$ cat config.mk
export PLATFORM = sky130hd
export DESIGN_NAME = opb_register_bank_ppc2simulink
export DESIGN_NICKNAME = d
export VERILOG_FILES = /design/src/rtl/opb_reg_pkg.sv /design/src/rtl/opb_reg_slice.sv /design/src/rtl/opb_register_bank_ppc2simulink.sv
export SDC_FILE = /design/constraint.sdc
export NUM_CORES = 1
export LEC_CHECK = 0
export ABC_CLOCK_PERIOD_IN_PS = 5200
export BUFFER_PORTS_ARGS = -buffer_cell sky130_fd_sc_hd__buf_2
export CORE_MARGIN = 4
export CORE_UTILIZATION = 40
export CTS_BUF_LIST = sky130_fd_sc_hd__clkbuf_4 sky130_fd_sc_hd__clkbuf_8
export CTS_CLUSTER_DIAMETER = 150
export DETAILED_ROUTE_END_ITERATION = 10
export MAX_ROUTING_LAYER = met4
export PLACE_DENSITY = 0.61
export SLEW_MARGIN = 40
export SYNTH_ARGS = -nofsm -noshare
export SYNTH_HDL_FRONTEND = slang
export SYNTH_SLANG_ARGS = --single-unit
$ cat constraint.sdc
create_clock -name OPB_Clk -period 5.2 [get_ports OPB_Clk]
set_input_delay 0.52 -clock OPB_Clk [delete_from_list [all_inputs] [get_ports OPB_Clk]]
set_output_delay 0.52 -clock OPB_Clk [all_outputs]
set_load 0.05 [all_outputs]
$ cat src/rtl/opb_reg_pkg.sv
// Shared definitions for the PPC-to-Simulink OPB register bank.
package opb_reg_pkg;

  localparam int CNT_W    = 16;
  localparam int MAX_REGS = 16;

  // Status word returned at index C_NUM_REGS
  typedef struct packed {
    logic [31-CNT_W:0] rsvd;
    logic [CNT_W-1:0]  wr_count;
  } status_t;

  function automatic logic [31:0] status_word(input logic [CNT_W-1:0] count);
    status_t s;
    s.rsvd     = '0;
    s.wr_count = count;
    return s;
  endfunction

endpackage

$ cat src/rtl/opb_reg_slice.sv
// One 32-bit user register with byte-lane writes and optional self-clear.
module opb_reg_slice
  import opb_reg_pkg::*;
#(
  parameter bit PULSE = 1'b0
) (
  input  logic        clk,
  input  logic        rst_n,
  input  logic        wr_en,
  input  logic [3:0]  be,
  input  logic [31:0] wdata,
  output logic [31:0] q
);

  // Byte-lane update on write; trigger registers fall back to zero one cycle later
  always_ff @(posedge clk or negedge rst_n) begin
    if (!rst_n) begin
      q <= '0;
    end else if (wr_en) begin
      for (int j = 0; j < 4; j++) begin
        if (be[j]) q[8*j +: 8] <= wdata[8*j +: 8];
      end
    end else if (PULSE) begin
      q <= '0;
    end
  end

endmodule

$ cat src/rtl/opb_register_bank_ppc2simulink.sv
// OPB slave exposing C_NUM_REGS write registers to Simulink plus a write-count status word.
module opb_register_bank_ppc2simulink
  import opb_reg_pkg::*;
#(
  parameter logic [31:0]           C_BASEADDR   = 32'h0100E000,
  parameter logic [31:0]           C_HIGHADDR   = 32'h0100E0FF,
  parameter int                    C_NUM_REGS   = 4,
  parameter logic [C_NUM_REGS-1:0] C_PULSE_MASK = '0,
  parameter int                    C_OPB_AWIDTH = 32,
  parameter int                    C_OPB_DWIDTH = 32
) (
  input  logic                          OPB_Clk,
  input  logic                          OPB_Rst_n,
  input  logic [0:C_OPB_AWIDTH-1]       OPB_ABus,
  input  logic [0:C_OPB_DWIDTH/8-1]     OPB_BE,
  input  logic [0:C_OPB_DWIDTH-1]       OPB_DBus,
  input  logic                          OPB_RNW,
  input  logic                          OPB_select,
  input  logic                          OPB_seqAddr,
  output logic [0:C_OPB_DWIDTH-1]       Sl_DBus,
  output logic                          Sl_xferAck,
  output logic                          Sl_errAck,
  output logic                          Sl_retry,
  output logic                          Sl_toutSup,
  output logic [32*C_NUM_REGS-1:0]      user_data_out,
  output logic [C_NUM_REGS-1:0]         user_wr_strobe
);

  if (C_OPB_AWIDTH != 32 || C_OPB_DWIDTH != 32) begin : g_bad_width
    $error("opb_register_bank_ppc2simulink: only 32-bit OPB buses are supported");
  end
  if (C_NUM_REGS < 1 || C_NUM_REGS > MAX_REGS) begin : g_bad_count
    $error("opb_register_bank_ppc2simulink: C_NUM_REGS out of range");
  end

  // Big-endian bus vectors land MSB-to-MSB in little-endian locals
  logic [31:0] addr, wdata, offset;
  logic [3:0]  be_lane;
  logic [29:0] word_idx;
  assign addr     = OPB_ABus;
  assign wdata    = OPB_DBus;
  assign be_lane  = OPB_BE;
  assign offset   = addr - C_BASEADDR;
  assign word_idx = offset[31:2];

  logic ack_p1;
  logic [31:0] rd_data_p1;
  logic [C_NUM_REGS-1:0] strobe_p1;
  logic [CNT_W-1:0] wr_count;

  logic in_win, hit, wr_hit, rd_hit, data_wr, stat_wr;
  // An ack cycle never starts a new transfer, so a held select acks every other cycle
  assign in_win  = (addr >= C_BASEADDR) && (addr <= C_HIGHADDR);
  assign hit     = OPB_select && in_win && !ack_p1;
  assign wr_hit  = hit && !OPB_RNW;
  assign rd_hit  = hit && OPB_RNW;
  assign data_wr = wr_hit && (word_idx < 30'(C_NUM_REGS));
  assign stat_wr = wr_hit && (word_idx == 30'(C_NUM_REGS));

  logic [C_NUM_REGS-1:0] reg_wr;
  logic [31:0] reg_q [C_NUM_REGS];

  for (genvar k = 0; k < C_NUM_REGS; k++) begin : g_reg
    assign reg_wr[k] = data_wr && (word_idx == 30'(k));
    opb_reg_slice #(.PULSE(C_PULSE_MASK[k])) u_slice (
      .clk   (OPB_Clk),
      .rst_n (OPB_Rst_n),
      .wr_en (reg_wr[k]),
      .be    (be_lane),
      .wdata (wdata),
      .q     (reg_q[k])
    );
    assign user_data_out[32*k +: 32] = reg_q[k];
  end

  // Read mux: user registers, then the status word, zero for anything beyond
  logic [31:0] rd_word;
  always_comb begin
    rd_word = '0;
    for (int k = 0; k < C_NUM_REGS; k++) begin
      if (word_idx == 30'(k)) rd_word = reg_q[k];
    end
    if (word_idx == 30'(C_NUM_REGS)) rd_word = status_word(wr_count);
  end

  // Stage p1: acknowledge, read data and write strobes one cycle after the hit
  always_ff @(posedge OPB_Clk or negedge OPB_Rst_n) begin
    if (!OPB_Rst_n) begin
      ack_p1     <= 1'b0;
      rd_data_p1 <= '0;
      strobe_p1  <= '0;
    end else begin
      ack_p1     <= hit;
      rd_data_p1 <= rd_hit ? rd_word : 32'h0;
      strobe_p1  <= reg_wr;
    end
  end

  // Write counter: counts user-register writes, cleared by a write to the status word
  always_ff @(posedge OPB_Clk or negedge OPB_Rst_n) begin
    if (!OPB_Rst_n) begin
      wr_count <= '0;
    end else if (stat_wr) begin
      wr_count <= '0;
    end else if (data_wr) begin
      wr_count <= wr_count + 16'd1;
    end
  end

  assign Sl_xferAck     = ack_p1;
  assign Sl_DBus        = rd_data_p1;
  assign user_wr_strobe = strobe_p1;
  assign Sl_errAck      = 1'b0;
  assign Sl_retry       = 1'b0;
  assign Sl_toutSup     = 1'b0;

  logic unused;
  assign unused = ^{OPB_seqAddr, offset[1:0]};

endmodule

==> metrics.csv <==
stage,metric,value,unit
yosys,synth top area cells,"dfrtp_1 (56%), mux2_2 (22%), nor2_1 (2.2%)",
routing,DRT iter0 DRCs,200,
routing,DRC Markers,0,
routing,DR vias,5963,
finish,synthesis-to-layout area growth,23.7,%
power,P_leak,5.49,nW
yosys,ys flop type,dfrtp_1,
min_path,hold crit path type,input pin to flop,
yosys,top-area cell type share of the netlist area,0.560,
routing,Vias/cell,5.30,
grt,vias in the first global route,6070,
worst_setup_path,Critical Path RT,5570,ps
finish,post-layout instance area,0.0100,mm2
clock_tree,TritonCTS clock tree,yes,
routing,DR top layer,met4,
place,final RePlAce weighted congestion,0.812,
finish,layout cells sized above 1,0.529,
yosys,post-synthesis sequential area ratio,0.560,
place,Post-DP Area,0.00953,mm2
clock_tree,latest clock arrival within the worst-skew pair,460,ps
routing,routed wl met3,1.78,mm
worst_setup_path,"Largest stage delay, worst path",730,ps
timing,Least-Margin Pin Slew,782,ps
finish,post-route non-filler standard cell count,1125,
timing,fmax,0.313,GHz
grt,largest net degree at the start of global routing,106,
timing,RSZ-0062 raised after global routing,false,
die,Starting Density,0.412,
worst_setup_path,crit-path max FO,16,
clock_tree,clock slew at reported path FFs,100,ps
finish,"commonest non-fill, non-tap cell in the layout",buf_2,
flow_run,Max-Cap Viols,0,
die,die area,0.0226,mm2
timing,Final period util,0.614,
power,maximum VDD drop,158,uV
yosys,synthesized flop and latch total,181,
clock_tree,clock buffer depth,2,
finish,post-layout util,0.509,
routing,post-DR wirelength/cell,20.2,um
power,Final Power,2.61,mW
worst_setup_path,Critical Path AT,3570,ps
yosys,Netlist cell types,48,
die,row count,51,
status,status,finished clean,
clock_tree,H-tree Lvls,4,
yosys,yosys warns,0,
grt,first-pass GRT wire length,34.7,mm
die,die width,150,um
timing,Tmin final,3200,ps
worst_setup_path,Worst setup EP type,flop,
clock_tree,Post-CTS Setup Inserts,0,
clock_tree,CTS buffer count,17,
yosys,number of synthesized flops with an enable pin,0,
yosys,post-synth top area cell,dfrtp_1,
worst_setup_path,crit path cell chain,buf_2 -> or4_1 -> or2_0 -> or4_4 -> clkinv_2 -> and3_1 -> and3_1 -> o2bb2ai_1,
timing,fin. max-slew vios,0,
yosys,Post-Synthesis Cells,619,
die,Die Span Y,150,um
worst_setup_path,crit start category,input pin,
clock_tree,Sinks on Clock Net,181,
yosys,Avg Inst Size Synth,13.1,um2
timing,worst clock skew,13.6,ps
yosys,Async SR Flop Fraction,1.00,
routing,routed wire length,22.7,mm
die,placeable core area,0.0197,mm2
worst_setup_path,CP max-delay cell,and3_1,
timing,Setup-failing EPs final,0,
worst_setup_path,reg2reg setup slack,2440,ps
power,Pwr per Cell Area,261,mW/mm2
grt,GRT Total Usage,0.208,
grt,total congestion overflow,0,
routing,router iterations before antenna repair,4,
grt,number of antenna violations at the first check in global routing,1,
routing,Final ANT Viol Nets,0,
timing,Final Hold Viols,0,
clock_tree,clock root buffer,clkbuf_8,
place,Buffers on Ports,234,
worst_setup_path,Worst path most repeated cell,and3_1,
worst_setup_path,Setup CP Type,input pin to flop,
finish,final net count,922,
finish,"commonest non-fill, non-tap cells in the layout","buf_2 (232), dfrtp_1 (181), mux2_2 (160)",
place,DP HPWL,15.7,mm
die,number of I/O pins,241,
routing,DRT met1 WL,9.98,mm
yosys,synthesized cell area,0.00809,mm2
timing,max_slew headroom,0.478,
routing,met2 wire len,10.7,mm
timing,setup TNS,0,ps
place,dpl cells,1091,
## worst max-delay path, delay by kind of cell
kind	cells	cell delay (ps)
buffers and inverters	2	230
AOI/OAI and AO/OA	1	180
and+or+nand+nor	5	2630
## registers in the layout, summed over array words and instances, names as in the netlist
register and flops:
g.u_slice.q 128, Sl_DBus 32, wr_count 16, Sl_xferAck 1, user_wr_strobe 4
## cells in the mapped netlist, types with 2 or more instances
cell type  instances
a21oi_1            2
nand3_1            7
and2_1             2
nor4b_1            4
mux2_2           160
ha_1               2
xor2_1             3
o22ai_1           16
buf_2              4
inv_1              4
o221ai_1          16
nor2_1            47
and3_1             7
nand4_1           10
mux2i_1            3
nand2b_1           3
or2_2              4
o211ai_1           9
or3_1              3
nand3_2            8
nand2_1           16
o21ai_0            2
o2bb2ai_1         16
or4_1             12
nand4_4            4
o31ai_1            2
dfrtp_1          181
clkbuf_1          22
and4_1             2
buf_1              2
nor3_1            22
buf_4              5
xnor2_1            3
nor2b_1            2
## path summary, 6_finish.rpt
check / cells past startpoint / end / start
min in group asynchronous: 2 / g_reg[3].u_slice.q[25] / OPB_Rst_n
worst min-delay path: 2 / g_reg[2].u_slice.q[2] / OPB_DBus[29]
worst max-delay path: 8 / Sl_DBus[30] / OPB_ABus[14]
worst min register to register: 1 / Sl_DBus[16] / wr_count[15]
max in group asynchronous: 3 / wr_count[14] / OPB_Rst_n
worst max register to register: 7 / Sl_DBus[30] / Sl_xferAck
## per-stage QoR
stage,setup WS [ps],hold slack (ps)
floorplan,2200,224
CTS,2000,69.8
finish,2000,328
global placement,1510,501
global route,1880,304
detailed placement,1500,508
## report_power, final
group | total, mW | leakage (nW) | switching [mW] | internal, mW
registers | 1.41 | 2.52 | 0.000000000580 | 1.41
clock network | 1.07 | 0.222 | 0.527 | 0.543
logic | 0.132 | 2.75 | 0.0922 | 0.0399
## kinds of logic (layout without fill, tap and decap cells)
family,after synthesis,after routing,synth area share
other,1,4,0.000464
AO/OA/AOI/OAI,66,66,0.0629
flip-flops,181,181,0.560
buffers and inverters,39,277,0.0221
adder cells (fa/ha/maj),2,2,0.00309
AND/OR/NAND/NOR,161,161,0.119
XOR/XNOR,6,6,0.00650
multiplexers,163,163,0.226
## cell type report
cell class	count	area, um2
multi-input cells	401	3410
flip-flops and latches	181	4530
well taps	265	332
repair buffers	241	1270
diodes	1	2.50
clock buffers	18	248
inverters	5	20.0
fillers	1800	9650
clock inverters	13	193
## layer usage
metal | vias to the layer above | GRT usage
met2 | 219 | 0.330
li1 | 2767 | -
met1 | 2955 | 0.277
met3 | 22 | 0.0418
met4 | 0 | 0.0512
met5 | - | -
## timing repair
| item | in CTS | in global routing |
|---|---|---|
| hold buffers | 0 | 1 |
| endpoints found under the hold margin | 0 | 16 |
| gates resized for setup | 0 | 0 |
Power figures use the tool's default switching activity.
